[config.mk]
export PLATFORM = sky130hd
export DESIGN_NAME = romulus_round_sched
export DESIGN_NICKNAME = d
export VERILOG_FILES = /design/src/rtl/romulus_round_sched.sv
export SDC_FILE = /design/constraint.sdc
export NUM_CORES = 1
export LEC_CHECK = 0
export BUFFER_PORTS_ARGS = -buffer_cell sky130_fd_sc_hd__clkbuf_2
export CELL_PAD_IN_SITES_DETAIL_PLACEMENT = 1
export CELL_PAD_IN_SITES_GLOBAL_PLACEMENT = 1
export CORE_MARGIN = 4
export CORE_UTILIZATION = 37
export DETAILED_ROUTE_END_ITERATION = 8
export GPL_TIMING_DRIVEN = 1
export PLACE_DENSITY_LB_ADDON = 0.15
export SYNTH_ARGS = -nofsm -noshare
export SYNTH_HDL_FRONTEND = slang
export SYNTH_SLANG_ARGS = --single-unit
[constraint.sdc]
create_clock -name clk -period 2.2 [get_ports clk]
set_input_delay 0 -clock clk [delete_from_list [all_inputs] [get_ports clk]]
set_output_delay 0 -clock clk [all_outputs]
set_load 0.01 [all_outputs]
[src/rtl/romulus_round_sched.sv]
// rtl/romulus_round_sched.sv - round sequencer for the SKINNY-128-384+ TBC datapath.
// Optional randomness gating before every round: define ROMULUS_RDI_GATE_EN.
module romulus_round_sched #(
   parameter int CLKS_PER_RND = 4,
   parameter int NUM_RNDS     = 40,
   parameter int CONSTW       = 6
) (
   input  logic                    clk,
   input  logic                    rst,
   input  logic                    start,
   input  logic                    hold,
   input  logic                    rdi_valid,
   output logic                    rdi_ready,
   output logic                    share_en,
   output logic [CLKS_PER_RND-1:0] enrnd,
   output logic [CONSTW-1:0]       constant,
   output logic [5:0]              round_idx,
   output logic                    last_rnd,
   output logic                    busy,
   output logic                    done
);

   localparam logic [1:0] S_IDLE     = 2'd0;
   localparam logic [1:0] S_WAIT_RDI = 2'd1;
   localparam logic [1:0] S_RUN      = 2'd2;
   localparam logic [1:0] S_DONE     = 2'd3;

   localparam logic [5:0]              LAST_RND    = 6'(NUM_RNDS - 1);
   localparam logic [CLKS_PER_RND-1:0] PHASE_FIRST = CLKS_PER_RND'(1);
   localparam logic [CONSTW-1:0]       RC_INIT     = CONSTW'(1);

   logic [1:0]              state;
   logic [CLKS_PER_RND-1:0] phase;
   logic [CLKS_PER_RND-1:0] phase_rot;
   logic [5:0]              rnd;
   logic [CONSTW-1:0]       rc;
   logic [CONSTW-1:0]       rc_next;

   // Rotate-left written with shifts so a single-phase round (width 1) stays at 1.
   assign phase_rot = (phase << 1) | (phase >> (CLKS_PER_RND - 1));
   assign rc_next   = {rc[4:0], rc[5] ^ rc[4] ^ 1'b1};

`ifdef ROMULUS_RDI_GATE_EN
   assign rdi_ready = (state == S_WAIT_RDI) && !hold;
   assign share_en  = rdi_ready && rdi_valid;
`else
   logic unused_rdi;
   assign unused_rdi = rdi_valid;
   assign rdi_ready  = 1'b0;
   assign share_en   = 1'b0;
`endif

   always_ff @(posedge clk) begin
      if (rst) begin
         state <= S_IDLE;
         phase <= '0;
         rnd   <= '0;
         rc    <= RC_INIT;
      end else begin
         case (state)
            S_IDLE: begin
               if (start && !hold) begin
                  rnd <= '0;
                  rc  <= RC_INIT;
`ifdef ROMULUS_RDI_GATE_EN
                  state <= S_WAIT_RDI;
                  phase <= '0;
`else
                  state <= S_RUN;
                  phase <= PHASE_FIRST;
`endif
               end
            end
            S_WAIT_RDI: begin
               if (share_en) begin
                  state <= S_RUN;
                  phase <= PHASE_FIRST;
               end
            end
            S_RUN: begin
               if (!hold) begin
                  if (phase[CLKS_PER_RND-1]) begin
                     if (rnd == LAST_RND) begin
                        state <= S_DONE;
                        phase <= '0;
                     end else begin
                        rnd <= rnd + 6'd1;
                        rc  <= rc_next;
`ifdef ROMULUS_RDI_GATE_EN
                        state <= S_WAIT_RDI;
                        phase <= '0;
`else
                        phase <= PHASE_FIRST;
`endif
                     end
                  end else begin
                     phase <= phase_rot;
                  end
               end
            end
            default: begin
               // DONE lasts one cycle regardless of hold; leaving it re-arms the counters.
               state <= S_IDLE;
               rnd   <= '0;
               rc    <= RC_INIT;
            end
         endcase
      end
   end

   assign enrnd     = (state == S_RUN && !hold) ? phase : '0;
   assign constant  = rc;
   assign round_idx = rnd;
   assign busy      = (state == S_RUN) || (state == S_WAIT_RDI);
   assign done      = (state == S_DONE);
   assign last_rnd  = busy && (rnd == LAST_RND);

endmodule

**After elaboration in Yosys (flattened, before gate mapping)**

Cells that the tools add are included.

- Output and inout bits: 21
- Bits in registers: 18
- Logic and storage cells: 49
- Input bits: 5

- Reduce and logical (&&, ||, !) cells: 10
- Bitwise logic cells: 4
- Multiplexer cells: 21
- $add $sub $neg: 1
- Eq/ne operators: 9

Operator list:

| operator | count |
|---|---|
| $mux 6 | 8 |
| $pmux 6 s3 | 2 |
| $mux 4 | 4 |
| $ne 2x2->1 const B | 5 |
| $reduce_and 5->1 | 2 |
| $mux 2 | 4 |
| $pmux 4 s2 | 1 |
| $add 6x1->6 const B | 1 |
| $eq 6x6->1 const B | 1 |
| $pmux 2 s3 | 1 |
| $eq 2x2->1 const B | 2 |
| $or 4x1->4 | 1 |
| $logic_and 1x1->1 | 3 |
| $reduce_and 3->1 | 1 |
| $eq 2x1->1 const B | 1 |
| $logic_not 2->1 | 1 |
| $not 1->1 | 2 |
| $reduce_bool 2->1 | 1 |
| $logic_not 1->1 | 1 |
| $logic_or 1x1->1 | 1 |
| $mux 1 | 1 |
| $xor 1x1->1 | 1 |

**Depth between registers and ports, before layout**

Gate-level depths: netlist of run 1.

- Depth after elaboration: 6
- Mapped depth: 7
- Mapped depth without buffers: 6

**Worst setup path after synthesis of run 1**

OpenSTA, ideal clock, no wires.

- Path type: reg2reg
- From: register state[0]
- To: register rnd[5], in the netlist round_idx[5]
- Library setup time: 122 ps
- Path slack: 366 ps
- Period minus slack after synthesis: 1834 ps
- Path buffers: 0
- Cell stages (with the launch flop): 7
- Data required time: 2078 ps
- Arrival: 1712 ps
- Cell sequence: dfxtp_1 > inv_1 > ha_1 > nor2b_1 > a41o_1 > o31a_1 > a221o_1

- Cells in the longest elaborated chain, start to end: 3
- Elaborated cells between the ends (all ways): 10
- Those cells by class: 6 x eq/ne; 1 x mux; 1 x bitwise; 2 x reduce/logical

RTL lines:

| what | line | text |
|---|---|---|
| start, declared | 32 | `logic [1:0] state;` |
| start signal, assigned | 55 | `state <= S_IDLE;` |
| start signal, assigned | 69 | `state <= S_RUN;` |
| start signal, assigned | 76 | `state <= S_RUN;` |
| $eq 2x2->1, or another cell as far along | 60 | `case (state)` |
| $ne 2x2->1 (no line) / $not 1->1 (equally long branches) | - |  |
| $reduce_and 5->1 (no line) | - |  |
| end signal, assigned | 87 | `rnd <= rnd + 6'd1;` |
| end, declared | 35 | `logic [5:0] rnd;` |

Parallel ways exist; a longest one is shown, timed or not.
A chain may end at the register's enable or synchronous reset.

**Worst setup path in the final report of run 1**

Same ends and word-level chain as after synthesis.

==> impl_metrics.py, run 1 <==
metrics = {
    "status": {
        "status": "completed",
    },
    "synth": {
        "async_flop_share_pct": 0,
        "synth_seq_cells": 18,
        "synth_top_area_cell": "dfxtp_1",
        "synth_edf_count": 0,
        "synth_top_area_share_pct": 36.7,
        "ys.flop_type": "dfxtp_1",
        "ys_types": 41,
        "netlist_instances": 110,
        "syn_avg_cell_area_sq_um": 8.93,
        "synth-seq-area-share_pct": 36.7,
        "ys_warn_count": 0,
        "netlist_area_sq_um": 982,
        "synth.top_cells.by_area": "dfxtp_1 (37%), ha_1 (7.6%), and2_1 (3.2%), nor2b_1 (3.2%), a22o_2 (3.1%)",
    },
    "clock_tree": {
        "clkSlewWorstSetupHoldPaths_ns": 0.11,
        "ctsHoldBuffers": 0,
        "cts_buffer_depth": 2,
        "post_cts_buffers": 0,
        "cts_tree": "built",
        "post_cts_resize_count": 0,
        "cts_buffers": 3,
        "numClockSinks": 18,
        "root_buffer": "clkbuf_4",
        "htree_num_levels": 1,
        "clk_latency_ns": 0.30,
    },
    "critical_path": {
        "critPathTopFamily": "compound AO/OA/AOI/OAI gates",
        "end_kind": "flip-flop",
        "cp_slowest_cell": "dfxtp_1",
        "crit_fanout": 6,
        "crit_path_cell_trace": "inv_1, ha_1, nor2b_1, a41o_1, o31a_1, a221o_1",
        "cp_num_buf_inv": 1,
        "required_ns": 2.40,
        "max_stage_delay_ns": 0.39,
        "ff2ff_setup_slack_ns": 0.17,
        "crit_type": "reg -> reg",
        "crit_arrival_ns": 2.22,
        "worstSetupStartpointType": "flip-flop",
    },
    "die": {
        "fp.dieH_microns": 59.5,
        "rows": 18,
        "core_sq_um": 2500,
        "dieArea_sq_um": 3540,
        "io_pins": 26,
        "initial_core_util_pct": 39.3,
        "die_w_microns": 59.5,
    },
    "timing": {
        "setup_ws_ns": 0.172,
        "rsz0062_at_grt": "false",
        "drv_slew": 0,
        "fmax_mhz": 493,
        "finalWorstPathRequiredPeriod_ns": 2.03,
        "timing.final.crit_share_pct": 92.2,
        "whs_ns": 0.0633,
        "fin_setup_tns_ns": 0,
        "hold_viol": 0,
        "finClkSkew_ns": 0.00484,
        "setup_viol": 0,
    },
    "routing": {
        "viasPerCell": 5.49,
        "met2_length_mm": 1.22,
        "vias": 901,
        "drc_errors": 0,
        "wl_met1_mm": 1.12,
        "wl_per_cell_microns": 15.2,
        "first_iter_violations": 21,
        "first_pass_iters": 6,
        "ant_nets": 0,
        "wl_met3_microns": 131,
        "highest_layer": "met4",
        "drt_wl_total_mm": 2.49,
    },
    "pwr": {
        "p_leak_nw": 0.508,
        "irDropWorstVdd_mv": 0.434,
        "p_per_area_nw_per_um2": 846,
        "total_power_mw": 0.983,
    },
    "placed_design": {
        "routabilityCongestion": 0.692,
        "numPortBuffers": 22,
        "dp.final_hpwl_mm": 1.88,
        "pre_cts_ws_ns": 0.185,
    },
    "layout": {
        "final_common_cell": "clkbuf_2",
        "syn_to_final_growth_pct": 18.2,
        "drive_gt1_share_pct": 26.1,
        "antennaDiodeCount": 0,
        "layout_common_cells": "clkbuf_2 (22), dfxtp_1 (18), inv_1 (7)",
        "nNetsFinal": 146,
    },
    "grt": {
        "antenna_found_initial": 0,
        "grt_pass1_wl_mm": 4.13,
        "grt_max_degree": 15,
        "grt_overflow": 0,
        "grt_pass1_vias": 898,
        "grtUsageTotal_pct": 15.4,
    },
    "min_path": {
        "hold_class": "in -> reg",
    },
    "job": {
        "cap_violations": 0,
    },
}
==> stage by stage <==
step	area, sq um	utilization, %	cells
CTS	1160	46.4	164
global route	1160	46.4	164
floorplan	986	-	111
global placement	1120	45.0	160
detailed placement	1120	45.0	160
finish	1160	46.4	164
==> per-layer routing <==
| metal | track usage [%] | vias up |
|---|---|---|
| met5 | 0 | - |
| met4 | 3.80 | 0 |
| met3 | 4.58 | 2 |
| met2 | 27.5 | 22 |
| met1 | 17.8 | 432 |
| li1 | - | 445 |
==> sequential cells by signal, summed over array words and instances, names as in the netlist <==
name,flops
state,2
phase,4
round_idx,6
constant,6
==> synthesized netlist by cell type (2+ instances only) <==
cell / instances
and2_1: 5
nand3_1: 4
a21oi_1: 5
nor2b_1: 5
buf_4: 2
o32ai_1: 2
mux2i_1: 3
nand2b_1: 4
inv_1: 7
ha_1: 6
a22o_2: 3
and3_1: 2
o21ai_0: 3
nor2_1: 5
clkbuf_1: 3
o41ai_1: 2
nor3_1: 3
nand4b_1: 3
dfxtp_1: 18
nand2_1: 4
==> final cells by class <==
type | count | area, sq um
clock buffers | 4 | 36.3
fillers | 312 | 1340
inverters | 7 | 26.3
multi-input cells | 80 | 568
flip-flops and latches | 18 | 360
well taps | 30 | 37.5
repair buffers | 25 | 133
==> path summary, 6_finish.rpt <==
| kind | from | to | cells after the start |
|---|---|---|---|
| setup reg to reg | state[0] | round_idx[5] | 6 |
| setup / recovery | state[0] | round_idx[5] | 6 |
| hold / removal | rst | phase[1] | 2 |
| hold reg to reg | constant[0] | constant[1] | 1 |
==> power by group <==
| part | leakage, nW | total [mW] | switching (mW) | internal (mW) |
|---|---|---|---|---|
| combinational | 0.342 | 0.407 | 0.240 | 0.168 |
| clock | 0.0210 | 0.209 | 0.108 | 0.101 |
| sequential | 0.145 | 0.366 | 0.0217 | 0.344 |
==> cells by family after synthesis <==
logic type	Yosys count	share of synthesized area, %
fa+ha+maj	6	7.64
flops	18	36.7
other cells	1	0.382
simple gates	41	24.2
buf+inv	13	5.86
compound gates	26	20.1
xor+xnor	1	0.892
mux	4	4.20
Note: power is estimated with default switching activity, not from simulation.
==> run 2: changes to the inputs <==
- CORE_ASPECT_RATIO: not set -> 1.75
- RECOVER_POWER: not set -> 50
- SETUP_SLACK_MARGIN: not set -> 0.3
==> run 2 against run 1 <==
  * Via count grew 1.8%
  * Design area grew 5.1%
  * Setup slack gained 0.12 ns
  * Maximum frequency grew 6.2%
  * Critical path depth is the same
==> impl_metrics.py, run 2 (synthesized netlist as in run 1, its figures left out) <==
metrics = {
    "layout": {
        "area.sequential_sq_um": 364,
        "fin_util_pct": 48.4,
        "drive_gt1_share_pct": 23.4,
        "nNetsFinal": 150,
        "nFillCells": 341,
        "syn_to_final_growth_pct": 24.2,
        "antennaDiodeCount": 0,
        "layout_common_cells": "dfxtp_1 (17), clkbuf_1 (14), clkbuf_2 (8)",
        "multiInputGateArea_sq_um": 611,
        "final_common_cell": "dfxtp_1",
        "stdcell_count": 163,
    },
    "grt": {
        "grt_pass1_wl_mm": 4.22,
        "grt_overflow": 0,
        "grtUsageTotal_pct": 15.8,
        "grt_pass1_vias": 928,
        "antenna_found_initial": 0,
        "grt_max_degree": 15,
    },
    "timing": {
        "setup_viol": 0,
        "setup_ws_ns": 0.289,
        "finClkSkew_ns": 0.00323,
        "fmax_mhz": 523,
        "rsz0062_at_grt": "false",
        "timing.final.crit_share_pct": 86.9,
        "drv_slew": 0,
        "finalWorstPathRequiredPeriod_ns": 1.91,
        "fin_setup_tns_ns": 0,
        "whs_ns": 0.121,
        "hold_viol": 0,
    },
    "clock_tree": {
        "clkSlewWorstSetupHoldPaths_ns": 0.07,
        "clk_latency_ns": 0.26,
        "cts_tree": "built",
        "htree_num_levels": 1,
        "cts_buffers": 3,
        "root_buffer": "clkbuf_8",
        "ctsHoldBuffers": 0,
        "numClockSinks": 18,
        "cts_buffer_depth": 2,
    },
    "routing": {
        "first_iter_violations": 12,
        "vias": 917,
        "drt_wl_total_mm": 2.48,
        "wl_per_cell_microns": 15.2,
        "ant_nets": 0,
        "drc_errors": 0,
        "viasPerCell": 5.63,
        "first_pass_iters": 4,
    },
    "placed_design": {
        "pre_cts_ws_ns": 0.179,
        "placed_cells": 158,
        "dp.final_hpwl_mm": 1.90,
        "routabilityCongestion": 0.776,
        "numPortBuffers": 22,
    },
    "pwr": {
        "p_per_area_nw_per_um2": 925,
        "p_leak_nw": 0.489,
        "irDropWorstVdd_mv": 0.488,
    },
    "die": {
        "core_sq_um": 2520,
        "die_w_microns": 46.9,
        "dieArea_sq_um": 3580,
        "rows": 24,
        "fp.dieH_microns": 76.2,
        "io_pins": 26,
        "initial_core_util_pct": 38.9,
    },
    "critical_path": {
        "rr_startpoint": "state[0]",
        "required_ns": 2.35,
        "r2r_cells": 6,
        "crit_fanout": 6,
        "end_kind": "flip-flop",
        "cp-startpoint": "state[0]",
        "worstSetupStartpointType": "flip-flop",
        "crit_type": "reg -> reg",
        "crit_arrival_ns": 2.06,
    },
    "min_path": {
        "holdPathStages": 2,
        "hold_class": "in -> reg",
        "hp-start": "rst",
    },
    "status": {
        "status": "completed",
    },
    "job": {
        "cap_violations": 0,
    },
}
-- run 2: cell types whose count changed in the layout (fill, tap and decap cells not counted), sizes merged --
cell    before  now
buf          3    7
clkbuf      26   25
-- run 2: per-layer routing --
layer / track usage [%] / up-vias / share of wire (%)
li1: - / 449 / -
met1: 17.6 / 442 / 38
met2: 26.0 / 21 / 55
met3: 2.13 / 5 / 4.4
met4: 9.97 / 0 / 3.0
met5: 0 / - / 0
-- run 2: worst max-delay path, cell delays in order (launching register included) --
cell,delay [ns]
dfxtp_1,0.40
inv_2,0.10
ha_4,0.19
nor2b_1,0.16
a41o_1,0.23
o31a_1,0.35
a221o_1,0.36
-- run 2: final timing paths --
check        slack [ns]            to
min reg2reg        0.48   constant[1]
max reg2reg        0.29  round_idx[5]
min                0.12      phase[2]
max                0.29  round_idx[5]
-- run 2: final cells by class --
class	count	area share (%)
repair buffers	29	11.9
flip-flops and latches	18	29.8
well taps	26	2.67
clock buffers	3	3.38
multi-input cells	80	50.1
inverters	7	2.15
-- run 2: power breakdown --
group          switching, mW  total, mW  internal [mW]  leakage [nW]
Combinational          0.265      0.517          0.252         0.321
Sequential            0.0261      0.377          0.351         0.146
Clock                  0.113      0.235          0.122        0.0216
-- run 2: what timing repair did --
action	4_1_cts	5_1_grt
buffers inserted	2	0
gates resized for setup	6	8
hold endpoints to repair	0	0
pin swaps	2	2
endpoints found under the setup margin	12	11
-- run 2: metrics by stage --
step	area, sq um	power [mW]
after global routing	1220	1.22
after detailed placement	1130	0.805
after CTS	1220	1.12
after global placement	1130	0.797
final	1220	1.13
after floorplan	986	0.659
